--- src/rtl/hazard_stall_unit_pkg.sv ---
// ---------------------------------------------------------------------------
// hazard_stall_unit_pkg
// Shared pipeline constants for the IF/ID hazard logic and its companion
// EX-stage forwarding unit.
//   - REG_IDX_W          : register-index width
//   - MD_CNT_W           : width of the mult/div occupancy counter
//   - MD_LATENCY_DEFAULT : default HI/LO occupancy after a mult/div issues
//   - NOP_INSTR          : encoding injected by a bubble or a flush
//   - fwd_sel_e          : forwarding mux selects used by the EX stage
//   - hz_action_e        : which front-end action wins this cycle
//   - pipe_ctrl_t        : bundle of front-end enables driven per action
// ---------------------------------------------------------------------------
package hazard_stall_unit_pkg;

    localparam int REG_IDX_W          = 5;
    localparam int MD_CNT_W           = 6;
    localparam int MD_LATENCY_DEFAULT = 32;

    // sll r0, r0, 0 : the canonical MIPS nop
    localparam logic [31:0] NOP_INSTR = 32'h0000_0000;

    typedef enum logic [1:0] {
        FWD_NONE = 2'b00,
        FWD_WB   = 2'b01,
        FWD_MEM  = 2'b10
    } fwd_sel_e;

    typedef enum logic [1:0] {
        HZ_RUN,
        HZ_STALL,
        HZ_FLUSH,
        HZ_RESET
    } hz_action_e;

    typedef enum logic {
        MD_IDLE,
        MD_BUSY
    } md_state_e;

    typedef struct packed {
        logic pc_write;
        logic if_id_write;
        logic bubble_rr;
        logic flush_if_id;
    } pipe_ctrl_t;

    // Front-end enables for each action.
    function automatic pipe_ctrl_t action_ctrl(input hz_action_e act);
        pipe_ctrl_t c;
        case (act)
            HZ_RESET: c = '{pc_write: 1'b0, if_id_write: 1'b0, bubble_rr: 1'b1, flush_if_id: 1'b0};
            HZ_FLUSH: c = '{pc_write: 1'b1, if_id_write: 1'b1, bubble_rr: 1'b1, flush_if_id: 1'b1};
            HZ_STALL: c = '{pc_write: 1'b0, if_id_write: 1'b0, bubble_rr: 1'b1, flush_if_id: 1'b0};
            default:  c = '{pc_write: 1'b1, if_id_write: 1'b1, bubble_rr: 1'b0, flush_if_id: 1'b0};
        endcase
        return c;
    endfunction

endpackage

--- src/rtl/hazard_stall_unit_md_busy_counter.sv ---
// ---------------------------------------------------------------------------
// hazard_stall_unit_md_busy_counter
// Tracks how long a mult/div issued in EX keeps HI/LO invalid.
//   clk      in  pipeline clock
//   rst_n    in  synchronous reset, active low
//   md_start in  mult/div issuing in EX this cycle
//   md_busy  out HI/LO result not yet valid (high MD_LATENCY-1 cycles,
//                starting the cycle after md_start)
// ---------------------------------------------------------------------------
module hazard_stall_unit_md_busy_counter
    import hazard_stall_unit_pkg::*;
#(
    parameter int MD_LATENCY = MD_LATENCY_DEFAULT
) (
    input  logic clk,
    input  logic rst_n,
    input  logic md_start,
    output logic md_busy
);

    localparam logic [MD_CNT_W-1:0] LOAD_VAL = MD_CNT_W'(MD_LATENCY - 1);

    logic [MD_CNT_W-1:0] md_cnt;
    md_state_e           md_state;

    assign md_state = (md_cnt == '0) ? MD_IDLE : MD_BUSY;

    // Once loaded the count always runs down: the operation has already
    // committed in EX, so stalls and flushes do not hold it. A second
    // md_start while busy is ignored (upstream stalls it in decode).
    always_ff @(posedge clk) begin
        if (!rst_n) begin
            md_cnt <= '0;
        end else begin
            case (md_state)
                MD_IDLE: if (md_start) md_cnt <= LOAD_VAL;
                MD_BUSY: md_cnt <= md_cnt - MD_CNT_W'(1);
                default: md_cnt <= '0;
            endcase
        end
    end

    assign md_busy = (md_state == MD_BUSY);

endmodule

--- src/rtl/hazard_stall_unit.sv ---
// ---------------------------------------------------------------------------
// hazard_stall_unit
// Resolves the hazards forwarding cannot: load-use, HI/LO use while a
// mult/div is still running, and taken-branch flush. Sits at IF/ID.
//   clk, rst_n                   clock, synchronous active-low reset
//   rs_if_id, rt_if_id           decode source register fields
//   uses_rs_id, uses_rt_id       decode reads rs / rt
//   uses_hilo_id, md_id          decode is mfhi/mflo / mult-div
//   dstn_rr_ex, MemRead_rr_ex    EX destination and load flag
//   md_start                     mult/div issuing in EX
//   branch_taken_ex              branch/jump resolved taken in EX
//   pc_write, if_id_write        front-end register enables
//   bubble_rr                    zero ID/EX control (insert nop)
//   flush_if_id                  replace IF/ID with a nop
//   md_busy                      HI/LO not yet valid
//   stall_cycles                 saturating count of stall cycles
// ---------------------------------------------------------------------------
module hazard_stall_unit
    import hazard_stall_unit_pkg::*;
#(
    parameter int MD_LATENCY = MD_LATENCY_DEFAULT,
    parameter int CNT_W      = 16
) (
    input  logic                 clk,
    input  logic                 rst_n,
    input  logic [REG_IDX_W-1:0] rs_if_id,
    input  logic [REG_IDX_W-1:0] rt_if_id,
    input  logic                 uses_rs_id,
    input  logic                 uses_rt_id,
    input  logic                 uses_hilo_id,
    input  logic                 md_id,
    input  logic [REG_IDX_W-1:0] dstn_rr_ex,
    input  logic                 MemRead_rr_ex,
    input  logic                 md_start,
    input  logic                 branch_taken_ex,
    output logic                 pc_write,
    output logic                 if_id_write,
    output logic                 bubble_rr,
    output logic                 flush_if_id,
    output logic                 md_busy,
    output logic [CNT_W-1:0]     stall_cycles
);

    function automatic logic [CNT_W-1:0] sat_inc(input logic [CNT_W-1:0] v);
        return (&v) ? v : v + CNT_W'(1);
    endfunction

    logic       load_use;
    logic       md_haz;
    logic       stall;
    hz_action_e action;
    pipe_ctrl_t ctrl;

    hazard_stall_unit_md_busy_counter #(
        .MD_LATENCY (MD_LATENCY)
    ) u_md_busy_counter (
        .clk      (clk),
        .rst_n    (rst_n),
        .md_start (md_start),
        .md_busy  (md_busy)
    );

    // r0 is hardwired zero, so a load targeting it never creates a hazard.
    assign load_use = MemRead_rr_ex && (dstn_rr_ex != '0) &&
                      ((uses_rs_id && (dstn_rr_ex == rs_if_id)) ||
                       (uses_rt_id && (dstn_rr_ex == rt_if_id)));

    // A new mult/div would also clobber HI/LO, so it waits like mfhi/mflo.
    assign md_haz = md_busy && (uses_hilo_id || md_id);
    assign stall  = load_use || md_haz;

    // A taken branch means decode holds a wrong-path instruction, so its
    // stall request is meaningless and the flush wins.
    always_comb begin
        action = HZ_RUN;
        if (!rst_n)
            action = HZ_RESET;
        else if (branch_taken_ex)
            action = HZ_FLUSH;
        else if (stall)
            action = HZ_STALL;
    end

    assign ctrl        = action_ctrl(action);
    assign pc_write    = ctrl.pc_write;
    assign if_id_write = ctrl.if_id_write;
    assign bubble_rr   = ctrl.bubble_rr;
    assign flush_if_id = ctrl.flush_if_id;

    always_ff @(posedge clk) begin
        if (!rst_n)
            stall_cycles <= '0;
        else if (action == HZ_STALL)
            stall_cycles <= sat_inc(stall_cycles);
    end

endmodule

--- config.mk ---
export PLATFORM = sky130hd
export DESIGN_NAME = hazard_stall_unit
export DESIGN_NICKNAME = d
export VERILOG_FILES = /design/src/rtl/hazard_stall_unit_pkg.sv /design/src/rtl/hazard_stall_unit_md_busy_counter.sv /design/src/rtl/hazard_stall_unit.sv
export SDC_FILE = /design/constraint.sdc
export NUM_CORES = 1
export LEC_CHECK = 0
export BUFFER_PORTS_ARGS = -buffer_cell sky130_fd_sc_hd__buf_2
export CAP_MARGIN = 0
export CORE_MARGIN = 1
export CORE_UTILIZATION = 30
export CTS_BUF_LIST = sky130_fd_sc_hd__clkbuf_4 sky130_fd_sc_hd__clkbuf_8 sky130_fd_sc_hd__clkbuf_16
export DETAILED_ROUTE_END_ITERATION = 10
export REMOVE_ABC_BUFFERS = 1
export SLEW_MARGIN = 30
export SYNTH_ARGS = -nofsm -noshare
export SYNTH_HDL_FRONTEND = slang
export SYNTH_SLANG_ARGS = --single-unit
--- constraint.sdc ---
create_clock -name clk -period 1.85 [get_ports clk]
set_input_delay 0.0925 -clock clk [delete_from_list [all_inputs] [get_ports clk]]
set_output_delay 0.0925 -clock clk [all_outputs]
set_load 0.01 [all_outputs]
==> results.py <==
metrics = {
    "power_and_ir_drop": {
        "powerDensity_nw_per_um2": 1000,
        "cellLeakagePower_nw": 0.804,
        "ir_drop_uv": 362,
    },
    "synthesis": {
        "synth_edf_count": 0,
        "synth_top_family_by_area": "simple AND/OR/NAND/NOR gates",
        "synthTopCellsByArea": "dfxtp_1 34%, xnor2_1 6.7%, nand2_1 4.3%",
        "synth-seq-cells": 22,
        "synth_area_um2": 1300,
        "synth_top_area_share_pct": 33.8,
        "async_reset_ff_share_pct": 0,
        "yosys.area_share.simple_pct": 30.6,
        "synth_xor_area_share_pct": 8.06,
        "ys_warn_count": 0,
        "synth_top_area_cell": "dfxtp_1",
        "synth_compound_area_share_pct": 17.3,
        "ys_seq_area_share_pct": 33.8,
        "synth.area.mux_share_pct": 3.17,
        "synthDistinctLibCells": 42,
        "synth_cells": 157,
        "syn-mean-instance-area_um2": 8.30,
        "yosys.area_share.adder_pct": 1.92,
        "synth-main-ff-cell": "dfxtp_1",
    },
    "clock_tree": {
        "clk_path_buf_depth": 2,
        "clockRootBuffer": "clkbuf_8",
        "clkSinkCount": 22,
        "path_clk_slew_ns": 0.09,
        "cts_made_buffers": 3,
        "cts_tree": "built",
        "cts_hold_buf": 0,
        "h-tree-depth": 1,
        "clock_latency_ns": 0.27,
    },
    "die": {
        "core_area_um2": 4090,
        "io_pins": 45,
        "die_height_um": 67.9,
        "start_util_pct": 31.9,
        "dieWidth_um": 67.9,
        "dieArea_um2": 4610,
        "num_rows": 23,
    },
    "place": {
        "placed_cell_area_um2": 1730,
        "place_congestion": 0.752,
        "io_buffers": 44,
        "place_ws_ns": -0.0739,
        "dp_hpwl_um": 2580,
    },
    "critical_path": {
        "cp-startpoint": "u_md_busy_counter.md_cnt[0]",
        "end_kind": "register",
        "required_ns": 2.07,
        "reg2reg_setup_slack_ns": -0.02,
        "worst-path-max-fanout": 7,
        "cp-start-kind": "register",
        "crit_end": "stall_cycles[8]",
        "crit_arrival_ns": 2.09,
        "crit_chain": "inv_2 -> ha_4 -> or2b_1 -> o22ai_2 -> a221oi_2 -> nand2_2 -> or4_4 -> a21oi_2",
        "r2r_cells": 8,
        "max_stage_delay_ns": 0.44,
        "worst_r2r_endpoint": "stall_cycles[8]",
        "critPathSlowestCell": "or4_4",
        "reg2reg_from": "u_md_busy_counter.md_cnt[0]",
        "path_class": "reg -> reg",
    },
    "outcome": {
        "failed_checks": "negative setup slack",
        "outcome": "complete, but fails checks",
    },
    "route": {
        "vias": 1405,
        "drt_iter0_markers": 40,
        "dr.pass1.iters": 4,
        "wl_per_cell_um": 12.8,
        "wirelength_um": 3560,
        "route.detailed.drc": 0,
        "antenna_left": 0,
        "via_per_inst": 5.05,
    },
    "sta": {
        "slew_viol_final": 0,
        "finalCritPeriodShare_pct": 101,
        "fmax_mhz": 535,
        "period_minus_slack_ns": 1.87,
        "relSlewSlack_pct": 73.1,
        "hold_viol": 0,
        "holdWs_ns": 0.214,
        "grt_setup_unrepaired": "true",
        "setup_tns_ns": -0.0502,
        "tightest_slew_ns": 0.400,
        "fin_worst_skew_ns": 0.00952,
        "setup_viol": 3,
        "timing.final.ws_setup_ns": -0.0205,
    },
    "final_layout": {
        "fin_util_pct": 46.7,
        "syn_to_final_growth_pct": 46.4,
        "final.fill_count": 416,
        "multi_input_area_um2": 860,
        "fin_area_um2": 1910,
        "diodes": 0,
        "final_layout_size_suffix_gt1_share_pct": 43.4,
        "num-nets-final": 255,
        "regArea_um2": 444,
    },
    "global_routing": {
        "grt_max_degree": 17,
        "grt_pass1_wl_um": 5590,
        "antenna_found_initial": 0,
        "grtUsageTotal_pct": 16.0,
        "grt_pass1_vias": 1297,
        "overflow": 0,
    },
    "job": {
        "cap_violations": 0,
    },
    "worst_hold_path": {
        "hold_class": "in -> reg",
        "hold_start": "branch_taken_ex",
    },
}
[synth_stat cells (2+ instances only)]
library cell	count
o21ai_1	2
o31ai_1	5
xor2_1	2
o211ai_1	3
nor4b_2	2
or3_1	4
dfxtp_1	22
o221a_1	2
nand4_1	5
a211oi_1	2
nor3_1	4
mux2i_1	3
nand2_1	15
nand3_1	8
o21ai_0	3
xnor2_1	10
nand2b_1	3
clkbuf_1	3
a21oi_1	10
or4_1	6
nor2_1	14
buf_4	2
inv_1	7
ha_1	2
[cell usage in the layout (no fill, tap or decap), drive strengths merged, types with 2 or more instances in the layout]
cell / instances
nor3: 4
nand4: 5
mux2i: 3
nand3: 8
or2: 2
or3: 4
nor2: 14
ha: 2
o31ai: 5
inv: 7
a211oi: 2
xnor2: 10
nand2b: 3
clkbuf: 3
nor4b: 3
buf: 73
o211ai: 3
o221a: 2
o21ai: 5
a21oi: 10
dfxtp: 22
nand2: 16
xor2: 2
or4: 6
[sequential cells by signal, indices dropped and copies added, names as in the netlist]
register and count:
stall_cycles 16, u_md_busy_counter.md_cnt 6
[worst max-delay path: cells and delay by family (launching register included)]
kind	cells	cell delay, ns
AO/OA/AOI/OAI	3	0.54
adder cells (fa/ha/maj)	1	0.14
buffers and inverters	1	0.04
flip-flops	1	0.34
AND/OR/NAND/NOR	3	0.77
[routing by layer]
| metal | part of all wire (%) | global-route usage [%] | wire (µm) |
|---|---|---|---|
| met1 | 49 | 21.9 | 1730 |
| met2 | 43 | 25.0 | 1520 |
| met3 | 6.4 | 2.33 | 227 |
| met4 | 2.2 | 6.25 | 80 |
| met5 | 0 | 0 | 0 |
[cells by family (layout without fill, tap and decap cells)]
| kind of cell | count (synthesis) | count (layout) |
|---|---|---|
| AOI/OAI and AO/OA | 32 | 32 |
| xor gates and xnor gates | 12 | 12 |
| adders and majority gates | 2 | 2 |
| buffers and inverters | 14 | 85 |
| DFF | 22 | 22 |
| muxes | 4 | 4 |
| and+or+nand+nor | 71 | 71 |
[metrics by stage]
| step | std cells | total power [mW] |
|---|---|---|
| final | 278 | 1.92 |
| after detailed placement | 269 | 1.29 |
| after global routing | 278 | 2.05 |
| after global placement | 269 | 1.28 |
| after floorplan | 151 | 1.01 |
| after CTS | 278 | 1.89 |
[cell type report]
cell class	count	share of cell area, %
Sequential cell	22	23.3
Inverter	8	1.57
Clock inverter	1	1.57
Tap cell	50	3.28
Multi-Input combinational cell	121	45.0
Timing Repair Buffer	73	23.1
Clock buffer	3	2.16
[worst min path at each step]
stage                            end  cells after the start
finish              stall_cycles[12]                      3
global route        stall_cycles[12]                      3
CTS                 stall_cycles[12]                      3
detailed placement  stall_cycles[12]                      3
global placement    stall_cycles[12]                      3
floorplan           stall_cycles[14]                      2
[power by group]
| part | switching (mW) | internal, mW | total [mW] |
|---|---|---|---|
| clock | 0.173 | 0.289 | 0.462 |
| combinational | 0.431 | 0.442 | 0.873 |
| sequential | 0.0377 | 0.542 | 0.579 |
[what timing repair did]
action | CTS | global route
pin swaps | 6 | 7
gates resized for setup | 9 | 10
buffers inserted | 5 | 0
setup endpoints to repair | 11 | 19
(Power assumes the default switching activity.)
